File: src/rtl/fp_round_pack.sv
// Round-and-pack back end for the FP adder: takes a normalized significand and
// double-biased exponent, rounds to double or single, and packs a 64-bit result.
module fp_round_pack (
   input  logic        clk,
   input  logic        rst_n,
   input  logic        in_valid,
   output logic        in_ready,
   input  logic        db,
   input  logic [1:0]  RM,
   input  logic        ss,
   input  logic [10:0] es,
   input  logic [56:0] fs,
   input  logic        in_nan,
   input  logic        in_inf,
   input  logic        in_zero,
   output logic        out_valid,
   input  logic        out_ready,
   output logic [63:0] fp_out,
   output logic        ovf,
   output logic        unf,
   output logic        inx
);

   typedef enum logic [1:0] {IDLE, RND, PCK, OUT} state_t;

   typedef struct packed {
      logic        db;
      logic [1:0]  rm;
      logic        ss;
      logic [10:0] es;
      logic [56:0] fs;
      logic        nan;
      logic        inf;
      logic        zero;
   } op_t;

   state_t state, state_nxt;
   op_t    op;

   logic                guard, sticky, lsb, inc, carry;
   logic [51:0]         frac_d;
   logic [22:0]         frac_s;
   logic [51:0]         frac_rnd;
   logic signed [12:0]  exp_rnd;

   logic signed [12:0]  r_exp;
   logic [51:0]         r_frac;
   logic                r_inx;

   logic                ovf_c, unf_c, to_inf;
   logic [63:0]         inf_v, max_v, zero_v, norm_v, pk_out;
   logic                pk_ovf, pk_unf, pk_inx;

   always_ff @(posedge clk or negedge rst_n) begin
      if (!rst_n) state <= IDLE;
      else        state <= state_nxt;
   end

   always_comb begin
      state_nxt = state;
      in_ready  = 1'b0;
      out_valid = 1'b0;
      unique case (state)
         IDLE: begin
            in_ready = 1'b1;
            if (in_valid) state_nxt = RND;
         end
         RND: state_nxt = PCK;
         PCK: state_nxt = OUT;
         OUT: begin
            out_valid = 1'b1;
            if (out_ready) state_nxt = IDLE;
         end
         default: state_nxt = IDLE;
      endcase
   end

   always_ff @(posedge clk or negedge rst_n) begin
      if (!rst_n)
         op <= '0;
      else if (state == IDLE && in_valid)
         op <= '{db: db, rm: RM, ss: ss, es: es, fs: fs,
                 nan: in_nan, inf: in_inf, zero: in_zero};
   end

   // The fraction add wraps to zero exactly when the whole significand was all
   // ones, which is the 1.0 renormalization; carry then bumps the exponent.
   always_comb begin
      if (op.db) begin
         guard  = op.fs[3];
         sticky = |op.fs[2:0];
         lsb    = op.fs[4];
      end else begin
         guard  = op.fs[32];
         sticky = |op.fs[31:0];
         lsb    = op.fs[33];
      end
      unique case (op.rm)
         2'b00:   inc = guard & (sticky | lsb);
         2'b01:   inc = 1'b0;
         2'b10:   inc = (guard | sticky) & ~op.ss;
         default: inc = (guard | sticky) & op.ss;
      endcase
      frac_d = op.fs[55:4] + {51'd0, inc};
      frac_s = op.fs[55:33] + {22'd0, inc};
      if (op.db) begin
         carry    = inc & (&op.fs[56:4]);
         frac_rnd = frac_d;
      end else begin
         carry    = inc & (&op.fs[56:33]);
         frac_rnd = {29'd0, frac_s};
      end
      exp_rnd = $signed({2'b00, op.es}) - (op.db ? 13'sd0 : 13'sd896)
                + $signed({12'd0, carry});
   end

   always_ff @(posedge clk or negedge rst_n) begin
      if (!rst_n) begin
         r_exp  <= '0;
         r_frac <= '0;
         r_inx  <= 1'b0;
      end else if (state == RND) begin
         r_exp  <= exp_rnd;
         r_frac <= frac_rnd;
         r_inx  <= guard | sticky;
      end
   end

   always_comb begin
      ovf_c  = op.db ? (r_exp >= 13'sd2047) : (r_exp >= 13'sd255);
      unf_c  = (r_exp <= 13'sd0);
      to_inf = (op.rm == 2'b00) | ((op.rm == 2'b10) & ~op.ss) | ((op.rm == 2'b11) & op.ss);
      inf_v  = op.db ? {op.ss, 11'h7FF, 52'd0} : {op.ss, 8'hFF, 23'd0, 32'd0};
      max_v  = op.db ? {op.ss, 11'h7FE, {52{1'b1}}} : {op.ss, 8'hFE, {23{1'b1}}, 32'd0};
      zero_v = {op.ss, 63'd0};
      norm_v = op.db ? {op.ss, r_exp[10:0], r_frac}
                     : {op.ss, r_exp[7:0], r_frac[22:0], 32'd0};
      pk_ovf = 1'b0;
      pk_unf = 1'b0;
      pk_inx = 1'b0;
      if (op.nan)
         pk_out = op.db ? 64'h7FF8_0000_0000_0000 : 64'h7FC0_0000_0000_0000;
      else if (op.inf)
         pk_out = inf_v;
      else if (op.zero || op.fs == '0)
         pk_out = zero_v;
      else if (ovf_c) begin
         pk_out = to_inf ? inf_v : max_v;
         pk_ovf = 1'b1;
         pk_inx = 1'b1;
      end else if (unf_c) begin
         pk_out = zero_v;
         pk_unf = 1'b1;
         pk_inx = 1'b1;
      end else begin
         pk_out = norm_v;
         pk_inx = r_inx;
      end
   end

   always_ff @(posedge clk or negedge rst_n) begin
      if (!rst_n) begin
         fp_out <= '0;
         ovf    <= 1'b0;
         unf    <= 1'b0;
         inx    <= 1'b0;
      end else if (state == PCK) begin
         fp_out <= pk_out;
         ovf    <= pk_ovf;
         unf    <= pk_unf;
         inx    <= pk_inx;
      end
   end

endmodule

File: config.mk
export PLATFORM = sky130hd
export DESIGN_NAME = fp_round_pack
export DESIGN_NICKNAME = d
export VERILOG_FILES = /design/src/rtl/fp_round_pack.sv
export SDC_FILE = /design/constraint.sdc
export NUM_CORES = 1
export LEC_CHECK = 0
export CORE_ASPECT_RATIO = 0.8
export CORE_MARGIN = 4
export CORE_UTILIZATION = 45
export CTS_BUF_LIST = sky130_fd_sc_hd__clkbuf_4
export DETAILED_ROUTE_END_ITERATION = 10
export MAX_ROUTING_LAYER = met4
export PLACE_DENSITY = 0.67
export SLEW_MARGIN = 20
export SYNTH_ARGS = -nofsm -noshare
export SYNTH_HDL_FRONTEND = slang
export SYNTH_SLANG_ARGS = --single-unit
File: constraint.sdc
create_clock -name clk -period 4.9 [get_ports clk]
set_input_delay 1.225 -clock clk [delete_from_list [all_inputs] [get_ports clk]]
set_output_delay 1.225 -clock clk [all_outputs]
set_load 0.005 [all_outputs]
==> flow_summary.json <==
{
  "synth-xor-area-share_pct": 4.54,
  "ys_ff_latch": 210,
  "global_route.overflow_total": 0,
  "async_flop_share_pct": 100,
  "syn_avg_cell_area_um2": 10.5,
  "rr_worst_depth": 13,
  "numCtsBuffers": 56,
  "placedCellCount": 1467,
  "hp-class": "register to register",
  "synth_commonest_cells": "dfrtp_1 (210), mux2_2 (104), clkbuf_1 (76), nand2_1 (69), o2bb2ai_1 (56)",
  "holdWs_ns": 0.482,
  "vias": 9382,
  "grt_pass1_vias": 8997,
  "pwr-share-comb_pct": 44.9,
  "synth_warnings": 0,
  "clk_latency_ns": 0.70,
  "period_needed_ns": 3.81,
  "path_max_fanout": 9,
  "drv_slew": 0,
  "setup_violations": 0,
  "cts_tree": "built",
  "hold_path_depth": 1,
  "switching_share_pct": 43.1,
  "arrival_ns": 4.32,
  "synthMuxAreaShare_pct": 12.0,
  "power_density_nw_per_um2": 666,
  "yosys.area.top_type_share_pct": 46.9,
  "initial_core_util_pct": 45.8,
  "areaGrowthSynthToFinish_pct": 21.1,
  "ir_drop_mv": 0.400,
  "cts_setup_buffers": 0,
  "syn_inst": 1071,
  "track_usage_pct": 24.9,
  "drtIter0Drc": 855,
  "start_kind": "register",
  "yosysTopAreaCell": "dfrtp_1",
  "synth_compound_area_share_pct": 16.5,
  "remaining_drc_errors": 0,
  "hold_viol_final": 0,
  "ys_types": 64,
  "drt_wl_total_um": 33300,
  "synth_seq_area_share_pct": 46.9,
  "endpoint_kind": "register",
  "die-area_um2": 27500,
  "fmax_mhz": 262,
  "switchingPower_mw": 3.89,
  "path_class": "register to register",
  "synth_top_family_by_area": "compound AO/OA/AOI/OAI gates",
  "dp_hpwl_um": 23900,
  "tightest_slew_ns": 0.987,
  "holdBufCountCts": 0,
  "maxCapViolCount": 0,
  "cts_max_level": 2,
  "skew_ns": 0.0615,
  "ys_top_cells_by_area": "dfrtp_1 (47%), mux2_2 (10%), o2bb2ai_1 (4.4%), xor2_1 (2.7%), clkbuf_1 (2.5%)",
  "synth_simple_gate_area_share_pct": 14.1,
  "clockPowerShare_pct": 16.0,
  "intPower_mw": 5.14,
  "num_rows": 51,
  "max_slew_margin_pct": 34.2,
  "status": "finished clean",
  "stdcell_count": 1556,
  "synthAdderAreaFrac_pct": 2.08,
  "pwr-share-seq_pct": 39.1,
  "gp_congestion": 0.928,
  "grt_setup_unrepaired": "false",
  "total_power_mw": 9.03,
  "fin_crit_sh_pct": 77.8,
  "ios": 148,
  "fp.dieH_um": 149,
  "die_x_um": 184,
  "grt_max_degree": 98,
  "synth_area_um2": 11200,
  "cts_root_buf": "clkbuf_4",
  "core_area_um2": 24400,
  "vias_per_cell": 6.03,
  "yosysMostFrequentCell": "dfrtp_1",
  "grt_pass1_wl_um": 52300,
  "antenna_found_initial": 1,
  "cts_resized": 0,
  "wl_per_cell_um": 21.4,
  "cts_buffer_depth": 3,
  "ys.flop_type": "dfrtp_1",
  "clk_pin_slew_ns": 0.06,
  "syn_nets": 1168,
  "first_pass_iters": 5,
  "cp.required_ns": 5.41,
  "port_buffers": 147,
  "tns_ns": 0,
  "drive_gt1_share_pct": 17.5,
  "synth_edf_count": 0,
  "ant_nets": 0,
  "leakage_nw": 5.42,
  "final_nets": 1304,
  "clock_sinks": 210
}
-- cells in the final DEF, fill, tap and decap left out, drive strengths merged, types with 3 or more instances in the layout --
| cell type | Yosys | final |
|---|---|---|
| inv | 23 | 24 |
| o31a | 4 | 4 |
| o221ai | 11 | 11 |
| mux2 | 104 | 104 |
| o2111ai | 5 | 5 |
| or2 | 5 | 5 |
| a221o | 5 | 5 |
| o2bb2ai | 56 | 56 |
| nor2 | 39 | 39 |
| dfrtp | 210 | 210 |
| mux2i | 17 | 17 |
| nor4 | 38 | 38 |
| a31oi | 27 | 27 |
| clkdlybuf4s50 | 0 | 146 |
| nor3 | 22 | 22 |
| a21boi | 3 | 3 |
| o211ai | 11 | 11 |
| a21oi | 53 | 53 |
| o32ai | 7 | 7 |
| o21ai | 19 | 19 |
| a211oi | 6 | 6 |
| clkbuf | 76 | 74 |
| or4 | 15 | 15 |
| o21a | 3 | 3 |
| xnor2 | 24 | 24 |
| ha | 17 | 17 |
| and3 | 14 | 14 |
| clkinv | 0 | 12 |
| or3 | 20 | 20 |
| o311ai | 4 | 4 |
| xor2 | 34 | 34 |
| nand4 | 18 | 18 |
| nand3 | 42 | 42 |
| buf | 14 | 21 |
| o31ai | 5 | 5 |
| a22o | 13 | 13 |
| nor2b | 6 | 6 |
| and4 | 5 | 5 |
| nand2 | 69 | 69 |
-- cell type report --
class / count / area, um2
fillers: 2214 / 10900
multi-input cells: 748 / 5530
flip-flops and latches: 210 / 5260
repair buffers: 168 / 1650
clock buffers: 73 / 548
well taps: 318 / 398
clock inverters: 15 / 91.3
inverters: 23 / 86.3
diodes: 1 / 2.50
-- logic make-up after synthesis --
logic type,after synthesis
AOI/OAI and AO/OA,252
and+or+nand+nor,299
adders and majority gates,18
muxes,121
xor gates and xnor gates,58
buffers and inverters,113
DFF,210
-- state kept, by name, indices dropped and copies added (netlist names) --
name,count
fp_out,64
inx,1
r_exp,13
ovf,1
unf,1
state,2
r_inx,1
op,75
r_frac,52
-- metal layers --
layer  GRT usage, %  routed length, um  vias to the layer above
li1               -                  -                     4359
met1           39.7              17000                     4548
met2           31.4              12900                      419
met3           5.24               2720                       56
met4           6.73                707                        0
met5              -                  0                        -
-- worst max-delay path: stages (launching register included) --
cell and delay (ns):
dfrtp_1 0.42, nor2b_1 0.16, ha_1 0.27, nor2b_1 0.19, o21ai_0 0.09, o21ai_0 0.16, o22a_1 0.21, ha_1 0.20
ha_1 0.23, nand4_1 0.52, nor3_1 0.67, and3_1 0.26, xnor2_1 0.13, o221ai_1 0.14
-- path summary, 6_finish.rpt --
path	from	endpoint	slack (ns)
worst max register to register	op[73]	r_frac[14]	1.09
max in group asynchronous	rst_n	r_frac[14]	3.31
min in group asynchronous	rst_n	fp_out[39]	0.61
worst min-delay path	fp_out[25]	fp_out[25]	0.48
worst max-delay path	op[73]	r_frac[14]	1.09
worst min register to register	fp_out[25]	fp_out[25]	0.48
-- through the flow --
stage               setup WS [ns]  utilization [%]  area [um2]
detailed placement           1.14             52.9       12900
floorplan                    1.63                -       11200
global route                0.771             55.5       13600
finish                       1.09             55.5       13600
global placement             1.17             52.9       12900
CTS                          1.14             55.5       13600
-- power by group through the flow --
stage / registers [mW] / clock network, mW / logic (mW)
after floorplan: 3.00 / 0 / 2.92
after global placement: 3.51 / 0 / 3.94
after detailed placement: 3.53 / 0 / 4.01
after CTS: 3.50 / 1.50 / 4.03
after global routing: 3.63 / 1.59 / 4.45
final: 3.53 / 1.45 / 4.05
Power figures use the tool's default switching activity.
